$ cat config.mk
export PLATFORM = sky130hd
export DESIGN_NAME = sram_wb_banked
export DESIGN_NICKNAME = d
export VERILOG_FILES = /design/src/rtl/sram_wb_pkg.sv /design/src/rtl/sram_wb_addr_decode.sv /design/src/rtl/sram_wb_banked.sv
export SDC_FILE = /design/constraint.sdc
export NUM_CORES = 1
export LEC_CHECK = 0
export CAP_MARGIN = 25
export CORE_UTILIZATION = 30
export DETAILED_ROUTE_END_ITERATION = 12
export PLACE_DENSITY = 0.78
export SYNTH_ARGS = -nofsm -noshare
export SYNTH_HDL_FRONTEND = slang
export SYNTH_SLANG_ARGS = --single-unit
export TNS_END_PERCENT = 10
$ cat constraint.sdc
create_clock -name wb_clk_i -period 2.8 [get_ports wb_clk_i]
set_clock_uncertainty 0.15 [all_clocks]
set_input_delay 0.84 -clock wb_clk_i [delete_from_list [all_inputs] [get_ports wb_clk_i]]
set_output_delay 0.84 -clock wb_clk_i [all_outputs]
set_load 0.03 [all_outputs]
$ cat src/rtl/sram_wb_pkg.sv
// -----------------------------------------------------------------------------
// sram_wb_pkg
// Shared types and helpers for the banked Wishbone SRAM slave.
//   state_t   : transaction FSM states
//   bank_bits : width of the bank index; never narrower than one bit, so the
//               bank fields stay legal when only one macro is fitted.
// -----------------------------------------------------------------------------
package sram_wb_pkg;

    typedef enum logic [1:0] {
        IDLE    = 2'd0,
        RD_WAIT = 2'd1,
        RD_CAP  = 2'd2,
        RESP    = 2'd3
    } state_t;

    function automatic int bank_bits(input int num_banks);
        return (num_banks <= 1) ? 1 : $clog2(num_banks);
    endfunction

endpackage

$ cat src/rtl/sram_wb_addr_decode.sv
// -----------------------------------------------------------------------------
// sram_wb_addr_decode
// Purely combinational decode of a Wishbone byte address into a bank index and
// a row inside that bank, plus an in-range flag.
// Ports:
//   adr      in  32-bit Wishbone byte address
//   bank     out bank index (bank_bits(NUM_BANKS) wide)
//   row      out word address inside the bank (ADDR_WIDTH)
//   in_range out 1 when the address maps onto a fitted macro
// -----------------------------------------------------------------------------
module sram_wb_addr_decode
    import sram_wb_pkg::*;
#(
    parameter int          NUM_BANKS  = 2,
    parameter int          ADDR_WIDTH = 11,
    parameter logic [31:0] BASE_ADDR  = 32'h3000_0000,
    parameter int          BANK_W     = bank_bits(NUM_BANKS)
) (
    input  logic [31:0]           adr,
    output logic [BANK_W-1:0]     bank,
    output logic [ADDR_WIDTH-1:0] row,
    output logic                  in_range
);

    // Word index counted from bank 0, word 0. The shift drops the byte
    // offset; an address below the base wraps to a huge word index, but the
    // explicit base comparison below rejects it anyway.
    localparam logic [32:0] WORD_LIMIT = 33'(NUM_BANKS) << ADDR_WIDTH;

    logic [31:0] word;

    assign word     = (adr - BASE_ADDR) >> 2;
    assign row      = word[ADDR_WIDTH-1:0];
    assign bank     = word[ADDR_WIDTH +: BANK_W];
    assign in_range = (adr >= BASE_ADDR) && ({1'b0, word} < WORD_LIMIT);

endmodule

$ cat src/rtl/sram_wb_banked.sv
// -----------------------------------------------------------------------------
// sram_wb_banked
// Wishbone slave fronting NUM_BANKS 1r1w SRAM macros laid out back to back
// from BASE_ADDR. Writes complete in one cycle, reads in three (issue, macro
// access, capture), out-of-range requests answer with err.
// Ports:
//   wb_clk_i, wb_rst_ni        clock, async active-low reset
//   wbs_stb_i/cyc_i/we_i       Wishbone request qualifiers
//   wbs_sel_i, wbs_dat_i       byte selects and write data
//   wbs_adr_i                  byte address
//   wbs_ack_o/err_o/dat_o      registered Wishbone response
//   sram_csb0_o / sram_csb1_o  per-bank active-low write / read selects
//   sram_addr_o/din_o/wmask_o  address, write data, byte mask shared by banks
//   sram_dout_i                concatenated read data, bank b at b*DATA_WIDTH
// -----------------------------------------------------------------------------
module sram_wb_banked
    import sram_wb_pkg::*;
#(
    parameter int          NUM_BANKS  = 2,
    parameter int          ADDR_WIDTH = 11,
    parameter int          DATA_WIDTH = 32,
    parameter logic [31:0] BASE_ADDR  = 32'h3000_0000,
    parameter int          NUM_WMASKS = DATA_WIDTH / 8
) (
    input  logic                            wb_clk_i,
    input  logic                            wb_rst_ni,
    input  logic                            wbs_stb_i,
    input  logic                            wbs_cyc_i,
    input  logic                            wbs_we_i,
    input  logic [NUM_WMASKS-1:0]           wbs_sel_i,
    input  logic [DATA_WIDTH-1:0]           wbs_dat_i,
    input  logic [31:0]                     wbs_adr_i,
    output logic                            wbs_ack_o,
    output logic                            wbs_err_o,
    output logic [DATA_WIDTH-1:0]           wbs_dat_o,
    output logic [NUM_BANKS-1:0]            sram_csb0_o,
    output logic [NUM_BANKS-1:0]            sram_csb1_o,
    output logic [ADDR_WIDTH-1:0]           sram_addr_o,
    output logic [DATA_WIDTH-1:0]           sram_din_o,
    output logic [NUM_WMASKS-1:0]           sram_wmask_o,
    input  logic [NUM_BANKS*DATA_WIDTH-1:0] sram_dout_i
);

    localparam int BANK_W = bank_bits(NUM_BANKS);

    state_t                  state, state_next;
    logic [BANK_W-1:0]       dec_bank;
    logic [ADDR_WIDTH-1:0]   dec_row;
    logic                    dec_in_range;
    logic [BANK_W-1:0]       bank_q;
    logic [NUM_WMASKS-1:0]   sel_q;
    logic [NUM_BANKS-1:0]    bank_sel_n;
    logic [DATA_WIDTH-1:0]   rd_word;
    logic [DATA_WIDTH-1:0]   rd_masked;
    logic                    req;

    sram_wb_addr_decode #(
        .NUM_BANKS  (NUM_BANKS),
        .ADDR_WIDTH (ADDR_WIDTH),
        .BASE_ADDR  (BASE_ADDR),
        .BANK_W     (BANK_W)
    ) u_decode (
        .adr      (wbs_adr_i),
        .bank     (dec_bank),
        .row      (dec_row),
        .in_range (dec_in_range)
    );

    assign req          = wbs_stb_i & wbs_cyc_i;
    assign sram_addr_o  = dec_row;
    assign sram_din_o   = wbs_dat_i;
    assign sram_wmask_o = wbs_sel_i;

    // Active-low one-hot of the decoded bank; only ever applied to a single
    // csb vector, so at most one select is low in any cycle.
    always_comb begin
        bank_sel_n = '1;
        for (int b = 0; b < NUM_BANKS; b++) begin
            if (dec_bank == BANK_W'(b)) begin
                bank_sel_n[b] = 1'b0;
            end
        end
    end

    // Read data of the bank latched at issue time, with deselected byte
    // lanes forced to zero.
    always_comb begin
        rd_word   = sram_dout_i[int'(bank_q) * DATA_WIDTH +: DATA_WIDTH];
        rd_masked = '0;
        for (int i = 0; i < NUM_WMASKS; i++) begin
            if (sel_q[i]) begin
                rd_masked[i*8 +: 8] = rd_word[i*8 +: 8];
            end
        end
    end

    // Next state and macro selects. Selects are only driven in the IDLE
    // accept cycle, and are held off while reset is asserted so that a
    // request sitting on the bus during reset never touches a macro.
    always_comb begin
        state_next  = state;
        sram_csb0_o = '1;
        sram_csb1_o = '1;
        case (state)
            IDLE: begin
                if (req) begin
                    if (!dec_in_range) begin
                        state_next = RESP;
                    end else if (wbs_we_i) begin
                        sram_csb0_o = bank_sel_n;
                        state_next  = RESP;
                    end else begin
                        sram_csb1_o = bank_sel_n;
                        state_next  = RD_WAIT;
                    end
                end
            end
            RD_WAIT: state_next = wbs_cyc_i ? RD_CAP : IDLE;
            RD_CAP:  state_next = wbs_cyc_i ? RESP : IDLE;
            RESP:    state_next = IDLE;
            default: state_next = IDLE;
        endcase
        if (!wb_rst_ni) begin
            sram_csb0_o = '1;
            sram_csb1_o = '1;
        end
    end

    always_ff @(posedge wb_clk_i or negedge wb_rst_ni) begin
        if (!wb_rst_ni) begin
            state <= IDLE;
        end else begin
            state <= state_next;
        end
    end

    // Response registers. ack/err are one-cycle pulses that land in the RESP
    // cycle; dat_o only changes when a read is actually acknowledged.
    always_ff @(posedge wb_clk_i or negedge wb_rst_ni) begin
        if (!wb_rst_ni) begin
            wbs_ack_o <= 1'b0;
            wbs_err_o <= 1'b0;
            wbs_dat_o <= '0;
            bank_q    <= '0;
            sel_q     <= '0;
        end else begin
            wbs_ack_o <= 1'b0;
            wbs_err_o <= 1'b0;
            case (state)
                IDLE: begin
                    if (req) begin
                        if (!dec_in_range) begin
                            wbs_err_o <= 1'b1;
                        end else if (wbs_we_i) begin
                            wbs_ack_o <= 1'b1;
                        end else begin
                            bank_q <= dec_bank;
                            sel_q  <= wbs_sel_i;
                        end
                    end
                end
                RD_CAP: begin
                    if (wbs_cyc_i) begin
                        wbs_ack_o <= 1'b1;
                        wbs_dat_o <= rd_masked;
                    end
                end
                default: ;
            endcase
        end
    end

endmodule

==> run metrics <==
RSZ-0062 raised after global routing yes; max_cap viols 0; final setup violation count 4; H-Tree Depth 2; Hold Vio Cnt, Final 0; ys async rst share 1.00; Avg Cell Area, Syn 10.6 um^2; Tmin final 2.93 ns; commonest non-fill, non-tap cell in the layout clkdlybuf4s50_1; GRT overflow 0; DRT iter0 DRCs 43; Critical Path Source Type input pin; failing checks negative setup slack; post-synthesis sequential area ratio 0.415; layout cells sized above 1 0.178; Switching Share 0.234; Netlist cell types 25; clk sinks 41; Setup WS post-layout -0.132 ns; PortBufs 133; critical path type input pin to primary output; Die Ht 92.8 um; via count 2027; fmax 341 MHz; first-pass GRT wire length 9650 um; placeable core area 7850 um^2; Clk network pwr share 0.301; synthesis-to-finish area growth 50.6%; Total Power 1.18 mW; CP Capture Type primary output; antenna violations before repair 0; final WL 6050 um; Tcrit/Tclk final 1.05; WL per Instance 14.2 um; synthesized net count 370; actual slew at the worst max-slew pin 0.917 ns; Initial Util 0.315; Worst-path clk slew 0.07 ns; worst vdd ir 0.191 mV; Syn Inst Count 233; Leak 1.55 nW; Final Slew Violations 0; die area 8610 um^2; r2r worst-path depth 7; largest net degree at the start of global routing 66; Crit path arrival time 1.94 ns; Post-synth EDFFs 0; final antenna-violating net count 0; Worst Hold Depth 1; CP Max Fanout 3; worst hold path type register to register; CTS tree built; I/O pins 222; synthesized cell area 2470 um^2; Seq pwr share 0.506; n_diodes 0; DIE WIDTH 92.8 um; All-Layer GR Usage 0.143; Worst Path Required 1.81 ns; Slew headroom 0.389; Top FF cell, synth dfrtp_1; Yosys warning count 0; placed inst area 3630 um^2; status finished, violations left; Net Sw Power 277 uW; Nets 462; internal power 907 uW; Site Rows 32; fin area 3730 um^2; Via density 4.75; residual DRC count 0; Root Buffer clkbuf_8; fillcell total 756; clk_lat worst skew 0.29 ns; Max Root-Sink Buffers 2; total CTS buffers 5; Comb pwr share 0.193; vias in the first global route 2037; commonest cells after routing, fill and taps aside 103 x clkdlybuf4s50_1, 40 x dfrtp_1, 36 x nor2_1, 32 x mux2i_1, 32 x a22o_1; DR pass1 iterations 4; Pwr per Cell Area 318 nW/um^2; Final GP Congestion 0.725; Detail Placement HPWL 4690 um; Yosys reg bits 41
synthesized netlist by cell type, types with 2 or more instances:
library cell	count	area share
buf_4	52	0.16
dfrtp_1	41	0.41
nor2_1	37	0.056
a22o_1	32	0.11
mux2i_1	32	0.13
buf_2	6	0.012
mux2_4	5	0.030
nand2_1	4	0.0061
buf_1	3	0.0046
nand3_1	3	0.0061
nor4_2	3	0.015
nand4bb_1	2	0.0091
cell type report:
| cell class | count | area, um^2 | area share |
|---|---|---|---|
| clock buffers | 6 | 72.6 | 0.0195 |
| clock inverters | 1 | 5.00 | 0.00134 |
| inverters | 1 | 3.75 | 0.00101 |
| multi-input cells | 128 | 1070 | 0.287 |
| flip-flops and latches | 41 | 1030 | 0.276 |
| well taps | 102 | 128 | 0.0343 |
| repair buffers | 148 | 1420 | 0.381 |
cells by family after synthesis:
logic type / count (synthesis) / share of synthesized area
simple gates: 57 / 0.122
compound gates: 34 / 0.121
flops: 41 / 0.415
buf+inv: 64 / 0.182
mux: 37 / 0.160
critical path, cell delays in order:
cell and delay (ns):
buf_6 0.09, nor4_4 0.26, nand2_2 0.14, nor4_4 0.34, nand3_2 0.12, buf_6 0.15
through the flow:
stage	setup WS (ns)	cells	hold WS [ns]	TNS [ns]	utilization
2_1_floorplan	-0.0342	233	0.308	-0.0498	-
3_3_place_gp	-0.970	418	0.320	-3.80	0.462
3_5_place_dp	-1.04	418	0.340	-3.99	0.462
4_1_cts	-0.151	427	0.347	-0.491	0.473
5_1_grt	-0.195	427	0.346	-0.711	0.475
6_report	-0.132	427	0.351	-0.428	0.475
power by group through the flow:
stage / sequential [mW] / clock, mW / combinational, mW
floorplan: 0.614 / 0 / 0.176
global placement: 0.611 / 0 / 0.231
detailed placement: 0.611 / 0 / 0.234
CTS: 0.600 / 0.371 / 0.230
global route: 0.600 / 0.401 / 0.249
finish: 0.600 / 0.356 / 0.228
per-layer routing:
metal	vias to the layer above	GRT usage	routed length [um]
met4	0	0.0577	143
met2	96	0.264	3100
met1	960	0.153	2350
met5	-	0	0
li1	950	-	-
met3	21	0.0369	452
state kept, by name (all words and copies together) (netlist names):
register and flops:
wbs_dat_o 32, sel_q 4, state 2, bank_q 1, wbs_ack_o 1, wbs_err_o 1
repair_timing:
item,in CTS,in global routing
gates resized for setup,85,3
setup buffers,2,0
endpoints found under the setup margin,4,4
pin swaps,11,1
hold buffers,0,0
final timing paths:
| path | end | slack, ns | from |
|---|---|---|---|
| worst max-delay path | sram_csb0_o[1] | -0.13 | wbs_adr_i[17] |
| worst min-delay path | state[0] | 0.35 | state[0] |
| worst max register to register | sel_q[0] | 0.96 | state[0] |
| worst min register to register | state[0] | 0.35 | state[0] |
| max in group asynchronous | bank_q | 1.61 | wb_rst_ni |
| min in group asynchronous | wbs_dat_o[20] | 0.36 | wb_rst_ni |
Note: power is estimated with default switching activity, not from simulation.
